$ cat src/rtl/mask_pixel_streamer_if.sv
// Pixel stream and BRAM read bus between mask_pixel_streamer and its neighbours.
// master = streamer side, slave = consumer/BRAM side.
interface mask_pixel_streamer_if #(
    parameter int unsigned WIDTH  = 320,
    parameter int unsigned HEIGHT = 180
);
    localparam int unsigned AddrW = $clog2(WIDTH * HEIGHT);

    logic [AddrW-1:0] mem_addr_out;
    logic             mem_data_in;
    logic [10:0]      x_out;
    logic [9:0]       y_out;
    logic             pixel_valid_out;
    logic             busy_in;

    modport master (
        output mem_addr_out,
        output x_out,
        output y_out,
        output pixel_valid_out,
        input  mem_data_in,
        input  busy_in
    );

    modport slave (
        input  mem_addr_out,
        input  x_out,
        input  y_out,
        input  pixel_valid_out,
        output mem_data_in,
        output busy_in
    );
endinterface

$ cat src/rtl/mask_pixel_streamer.sv
// Raster-scans a 1-bit mask in BRAM and streams the (x, y) of each set pixel.
// Reads are credit-limited so the output FIFO can absorb every in-flight BRAM word.
module mask_pixel_streamer #(
    parameter int unsigned WIDTH        = 320,
    parameter int unsigned HEIGHT       = 180,
    parameter int unsigned READ_LATENCY = 2,
    parameter int unsigned FIFO_DEPTH   = 4
) (
    input  logic                          clk_in,
    input  logic                          rst_in,
    input  logic                          start_in,
    mask_pixel_streamer_if.master         px,
    output logic                          frame_valid_out,
    output logic                          busy_out,
    output logic [$clog2(WIDTH*HEIGHT):0] pixel_count_out
);
    localparam int unsigned NumPix = WIDTH * HEIGHT;
    localparam int unsigned AddrW  = $clog2(NumPix);
    localparam int unsigned CntW   = AddrW + 1;
    localparam int unsigned PtrW   = $clog2(FIFO_DEPTH);
    localparam int unsigned OccW   = PtrW + 1;
    localparam int unsigned CredW  = OccW + 1;

    typedef enum logic [1:0] {StIdle, StScan, StDrain, StDone} state_e;

    state_e           state_q;
    logic [10:0]      x_q;
    logic [9:0]       y_q;
    logic [AddrW-1:0] addr_q;
    logic             fv_q;
    logic             busy_q;
    logic [CntW-1:0]  count_q;

    // Tag pipeline: tracks which coordinate each returning BRAM bit belongs to.
    logic             tag_v_q [READ_LATENCY];
    logic [10:0]      tag_x_q [READ_LATENCY];
    logic [9:0]       tag_y_q [READ_LATENCY];
    logic [OccW-1:0]  inflight_q, inflight_d;

    logic [10:0]      fifo_x_q [FIFO_DEPTH];
    logic [9:0]       fifo_y_q [FIFO_DEPTH];
    logic [PtrW-1:0]  wr_ptr_q, rd_ptr_q;
    logic [OccW-1:0]  occ_q, occ_d;

    logic             pv_q;
    logic [10:0]      x_out_q;
    logic [9:0]       y_out_q;

    logic             issue, tag_exit, push, pop, last_addr, drained;
    logic [CredW-1:0] credit_used;

    // Credit, push/pop decisions and occupancy bookkeeping.
    always_comb begin
        credit_used = CredW'(inflight_q) + CredW'(occ_q);
        issue       = (state_q == StScan) && (credit_used < CredW'(FIFO_DEPTH));
        tag_exit    = tag_v_q[READ_LATENCY-1];
        push        = tag_exit && px.mem_data_in;
        pop         = (occ_q != '0) && !px.busy_in;
        last_addr   = (addr_q == AddrW'(NumPix - 1));
        drained     = (inflight_q == '0) && (occ_q == '0);
        inflight_d  = inflight_q + OccW'(issue) - OccW'(tag_exit);
        occ_d       = occ_q + OccW'(push) - OccW'(pop);
    end

    // Control FSM with scan counters, frame pulse, busy flag and pixel count.
    always_ff @(posedge clk_in or posedge rst_in) begin
        if (rst_in) begin
            state_q <= StIdle;
            x_q     <= '0;
            y_q     <= '0;
            addr_q  <= '0;
            fv_q    <= 1'b0;
            busy_q  <= 1'b0;
            count_q <= '0;
        end else begin
            fv_q <= 1'b0;
            if (pop) count_q <= count_q + CntW'(1);
            unique case (state_q)
                StIdle: begin
                    if (start_in) begin
                        state_q <= StScan;
                        x_q     <= '0;
                        y_q     <= '0;
                        addr_q  <= '0;
                        busy_q  <= 1'b1;
                        count_q <= '0;
                    end
                end
                StScan: begin
                    if (issue) begin
                        if (last_addr) begin
                            state_q <= StDrain;
                        end else begin
                            addr_q <= addr_q + AddrW'(1);
                            if (x_q == 11'(WIDTH - 1)) begin
                                x_q <= '0;
                                y_q <= y_q + 10'd1;
                            end else begin
                                x_q <= x_q + 11'd1;
                            end
                        end
                    end
                end
                StDrain: begin
                    if (drained) begin
                        state_q <= StDone;
                        fv_q    <= 1'b1;
                        busy_q  <= 1'b0;
                    end
                end
                StDone: state_q <= StIdle;
            endcase
        end
    end

    // Shift the {valid, x, y} tag alongside each outstanding read.
    always_ff @(posedge clk_in or posedge rst_in) begin
        if (rst_in) begin
            for (int i = 0; i < READ_LATENCY; i++) begin
                tag_v_q[i] <= 1'b0;
                tag_x_q[i] <= '0;
                tag_y_q[i] <= '0;
            end
            inflight_q <= '0;
        end else begin
            tag_v_q[0] <= issue;
            tag_x_q[0] <= x_q;
            tag_y_q[0] <= y_q;
            for (int i = 1; i < READ_LATENCY; i++) begin
                tag_v_q[i] <= tag_v_q[i-1];
                tag_x_q[i] <= tag_x_q[i-1];
                tag_y_q[i] <= tag_y_q[i-1];
            end
            inflight_q <= inflight_d;
        end
    end

    // FIFO pointers and occupancy.
    always_ff @(posedge clk_in or posedge rst_in) begin
        if (rst_in) begin
            wr_ptr_q <= '0;
            rd_ptr_q <= '0;
            occ_q    <= '0;
        end else begin
            if (push) wr_ptr_q <= wr_ptr_q + PtrW'(1);
            if (pop)  rd_ptr_q <= rd_ptr_q + PtrW'(1);
            occ_q <= occ_d;
        end
    end

    // FIFO storage; contents are don't-care until written.
    always_ff @(posedge clk_in) begin
        if (push) begin
            fifo_x_q[wr_ptr_q] <= tag_x_q[READ_LATENCY-1];
            fifo_y_q[wr_ptr_q] <= tag_y_q[READ_LATENCY-1];
        end
    end

    // Registered output stage; coordinates hold when nothing is popped.
    always_ff @(posedge clk_in or posedge rst_in) begin
        if (rst_in) begin
            pv_q    <= 1'b0;
            x_out_q <= '0;
            y_out_q <= '0;
        end else begin
            pv_q <= pop;
            if (pop) begin
                x_out_q <= fifo_x_q[rd_ptr_q];
                y_out_q <= fifo_y_q[rd_ptr_q];
            end
        end
    end

    assign px.mem_addr_out    = addr_q;
    assign px.x_out           = x_out_q;
    assign px.y_out           = y_out_q;
    assign px.pixel_valid_out = pv_q;
    assign frame_valid_out    = fv_q;
    assign busy_out           = busy_q;
    assign pixel_count_out    = count_q;
endmodule

$ cat src/flat_wrapper.sv
// flat-port wrapper written by rule: the top's interface ports become plain ports
module mask_pixel_streamer_flat 
#(
    parameter int unsigned WIDTH        = 320,
    parameter int unsigned HEIGHT       = 180,
    parameter int unsigned READ_LATENCY = 2,
    parameter int unsigned FIFO_DEPTH   = 4
)
  (clk_in, rst_in, start_in, frame_valid_out, busy_out, pixel_count_out, px_mem_addr_out, px_x_out, px_y_out, px_pixel_valid_out, px_mem_data_in, px_busy_in);
  mask_pixel_streamer_if #(.WIDTH(WIDTH), .HEIGHT(HEIGHT)) px_i ();
  input  logic clk_in;
  input  logic rst_in;
  input  logic start_in;
  output logic frame_valid_out;
  output logic busy_out;
  output logic [$clog2(WIDTH*HEIGHT):0] pixel_count_out;
  output wire logic [$bits(px_i.mem_addr_out)-1:0] px_mem_addr_out;
  output wire logic [$bits(px_i.x_out)-1:0] px_x_out;
  output wire logic [$bits(px_i.y_out)-1:0] px_y_out;
  output wire logic [$bits(px_i.pixel_valid_out)-1:0] px_pixel_valid_out;
  input wire logic [$bits(px_i.mem_data_in)-1:0] px_mem_data_in;
  input wire logic [$bits(px_i.busy_in)-1:0] px_busy_in;
  assign px_mem_addr_out = px_i.mem_addr_out;
  assign px_x_out = px_i.x_out;
  assign px_y_out = px_i.y_out;
  assign px_pixel_valid_out = px_i.pixel_valid_out;
  assign px_i.mem_data_in = px_mem_data_in;
  assign px_i.busy_in = px_busy_in;
  mask_pixel_streamer #(.WIDTH(WIDTH), .HEIGHT(HEIGHT), .READ_LATENCY(READ_LATENCY), .FIFO_DEPTH(FIFO_DEPTH)) u_core (.clk_in(clk_in), .rst_in(rst_in), .start_in(start_in), .px(px_i), .frame_valid_out(frame_valid_out), .busy_out(busy_out), .pixel_count_out(pixel_count_out));
endmodule
$ cat config.mk
export PLATFORM = sky130hd
export DESIGN_NAME = mask_pixel_streamer_flat
export DESIGN_NICKNAME = d
export VERILOG_FILES = /design/src/rtl/mask_pixel_streamer_if.sv /design/src/rtl/mask_pixel_streamer.sv /design/src/flat_wrapper.sv
export SDC_FILE = /design/constraint.sdc
export NUM_CORES = 1
export LEC_CHECK = 0
export ABC_AREA = 1
export BUFFER_PORTS_ARGS = -buffer_cell sky130_fd_sc_hd__buf_2
export CAP_MARGIN = 40
export CORE_ASPECT_RATIO = 2
export CORE_MARGIN = 3
export CORE_UTILIZATION = 45
export CTS_CLUSTER_SIZE = 25
export DETAILED_ROUTE_END_ITERATION = 12
export SETUP_SLACK_MARGIN = 0.4
export SLEW_MARGIN = 20
export SYNTH_ARGS = -nofsm -noshare
export SYNTH_HDL_FRONTEND = slang
export SYNTH_SLANG_ARGS = --single-unit
$ cat constraint.sdc
create_clock -name clk_in -period 5.2 [get_ports clk_in]
set_clock_uncertainty 0.05 [all_clocks]
set_input_delay 0.78 -clock clk_in [delete_from_list [all_inputs] [get_ports clk_in]]
set_output_delay 0.78 -clock clk_in [all_outputs]
set_load 0.03 [all_outputs]
==> flow_summary.yaml <==
timing:
  hold_violations: 0
  setup_ws_ps: 2526
  fmax_ghz: 0.3740
  slew_headroom_pct: 50.36
  fin_setup_tns_ps: 0
  rsz0062_at_grt: "no"
  final-setup-viol-count: 0
  fin_crit_sh_pct: 51.43
  maxSlewViolCount: 0
  whs_ps: 214.4
  period_minus_slack_ps: 2674
  tightest_slew_ps: 744.6
pwr:
  power_density_nw_per_um2: 502.8
  ir_worst_vdd_mv: 0.3429
  fin_total_pwr_mw: 5.240
  cellLeakagePower_nw: 4.593
job:
  maxCapViolCount: 0
grt:
  grt_pass1_vias: 6005
  antenna_found_initial: 0
  grt_remaining_overflow: 0
  grt_pass1_wl_um: 30230
  grt_use_total_pct: 17.08
  grt_max_degree: 72
critical_path:
  crit_chain: "inv_1 -> ha_1 -> buf_8 -> inv_1 -> o21ai_1 -> nand3_4 -> nor2_4 -> nand2_1 -> nand2_1"
  cp_data_required_time_ps: 5570
  slowest_delay_ps: 430
  cp_max_fo: 45
  end_kind: "flip-flop"
  crit_path_top_delay_cell: "nand3_4"
  cp-start-kind: "flip-flop"
  arrival_ps: 3040
  path_class: "flip-flop to flip-flop"
placement:
  placed_cell_area_um2: 9698
  place_congestion: 0.7812
  io_buffers: 61
  hpwl_um: 12190
  dp.cells: 1189
  post-place-ws_ps: 2222
layout:
  final_area_um2: 10420
  final_util_pct: 53.32
  syn2layout_area_growth_pct: 14.68
  layout.nets: 977
  drive_gt1_share_pct: 12.72
  instances_no_fill: 1226
  final_common_cell: "nor2_1"
  diodes: 0
  mostFrequentLayoutCells: "nor2_1 (185), nand2_1 (159), dfrtp_1 (134)"
clock_network:
  post_cts_buffers: 0
  cts_num_sinks: 218
  cts-resized-gates: 0
  cts-root-buf: "clkbuf_16"
  cts.clk_slew.worst_paths_ps: 70
  ctsHoldBuffers: 0
  cts_tree: "yes"
  clock_latency_ps: 490
  clockBufferDepth: 3
  cts_max_level: 1
  cts_buffers: 20
drt:
  drt_iter0_drc: 253
  wl_per_cell_um: 14.88
  routed_wl_um: 18240
  detail-route-antenna-nets: 0
  dr.pass1.iters: 6
  vias_per_cell: 4.937
  drc_errors: 0
  dr_total_vias: 6053
logic_synthesis:
  netlist_instances: 884
  ys_warn_count: 0
  seq_area_frac_synth_pct: 64.65
  syn_avg_cell_area_um2: 10.28
  ys_seq_elements: 218
  synth_nets: 908
  synth.distinct_cells: 33
  synthesis.area_um2: 9089
run_status:
  status: "completed"
floorplan:
  ioPinCount: 62
  start_util_pct: 46.49
  die_area_um2: 22040
  chipHeight_um: 207.0
  fp.dieW_um: 106.5
  row_count: 72
  core-area_um2: 19550
worst_hold_path:
  hold_class: "primary input to asynchronous set/reset pin"
## synth_stat cells
master	count	share of area, %
a21o_1	1	0.083
a21oi_1	6	0.33
a31oi_1	21	1.4
and2_1	1	0.069
buf_2	9	0.50
buf_6	4	0.50
clkbuf_1	12	0.50
dfrtp_1	134	37
edfxtp_1	84	28
fa_1	2	0.44
ha_1	17	2.3
inv_1	67	2.8
inv_2	3	0.12
nand2_1	159	6.6
nand2_2	1	0.069
nand3_1	37	2.0
nand3_2	2	0.22
nand3_4	2	0.39
nand3b_1	2	0.17
nand4_1	17	1.2
nand4_2	1	0.14
nor2_1	185	7.6
nor2_2	2	0.14
nor2_4	2	0.25
nor3_1	6	0.33
nor3_2	1	0.11
o21ai_0	70	3.9
o21ai_1	4	0.22
o21bai_1	3	0.25
o31ai_1	1	0.083
or2_2	2	0.14
xnor2_1	10	0.96
xor2_1	16	1.5
## critical path: cells and delay by family, from the launching register on
family	cells	cell delay (ps)
and+or+nand+nor	4	860
adders and majority gates	1	410
AOI/OAI and AO/OA	1	340
buffers and inverters	3	520
DFF	1	400
## power breakdown
group,switching [mW],internal (mW)
logic,1.02,0.451
registers,0.192,2.04
clock network,0.633,0.906
## layout make-up
class | count | area, um2
tap | 259 | 324.1
inverter | 70 | 267.8
sequential | 218 | 5876
multi-input combinational | 571 | 2815
clock inverter | 14 | 165.2
fill | 1782 | 9126
timing repair buffer | 72 | 435.4
clock buffer | 22 | 539.3
## logic make-up after synthesis
logic type	share of synthesized area (%)
AND/OR/NAND/NOR	19.42
flip-flops	64.65
AO/OA/AOI/OAI	6.264
buffers and inverters	4.378
XOR/XNOR	2.505
adder cells (fa/ha/maj)	2.781
## registers in the layout (all words and copies together), names as in the netlist
name and flops:
u_core.fifo_x_q 44, u_core.fifo_y_q 40, u_core.tag_x_q 22, u_core.tag_y_q 20, u_core.pixel_count_out 17, u_core.px.mem_addr_out 16
u_core.px.x_out 11, u_core.x_q 11, u_core.px.y_out 10, u_core.y_q 10, u_core.inflight_q 3, u_core.occ_q 3
u_core.rd_ptr_q 2, u_core.state_q 2, u_core.wr_ptr_q 2, u_core.busy_out 1, u_core.frame_valid_out 1, u_core.px.pixel_valid_out 1
u_core.tag_exit 1, u_core.tag_v_q 1
## worst paths after layout
| path | startpoint | endpoint | slack [ps] | cells after the start |
|---|---|---|---|---|
| setup reg to reg | u_core.state_q[1]$_DFFE_PP0P_ | u_core.y_q[6]$_DFFE_PP0P_ | 2530 | 9 |
| setup / recovery | u_core.state_q[1]$_DFFE_PP0P_ | u_core.y_q[6]$_DFFE_PP0P_ | 2530 | 9 |
| max in group asynchronous | rst_in | u_core.rd_ptr_q[1]$_DFFE_PP0N_ | 3700 | 4 |
| min in group clk_in | u_core.tag_x_q[12]$_DFF_PP0_ | u_core.tag_x_q[1]$_DFF_PP0_ | 300 | 0 |
| hold / removal | rst_in | u_core.px.mem_addr_out[15]$_DFFE_PP0P_ | 210 | 2 |
| hold reg to reg | u_core.tag_x_q[12]$_DFF_PP0_ | u_core.tag_x_q[1]$_DFF_PP0_ | 300 | 0 |
## metal layers
metal  GRT usage, %  share of wire [%]  up-vias
li1               -                  -     3048
met1          18.58                 38     2898
met2          34.17                 57       78
met3          2.023                2.9       29
met4          4.893                2.0        0
met5              0                  0        -
Power figures use the tool's default switching activity.
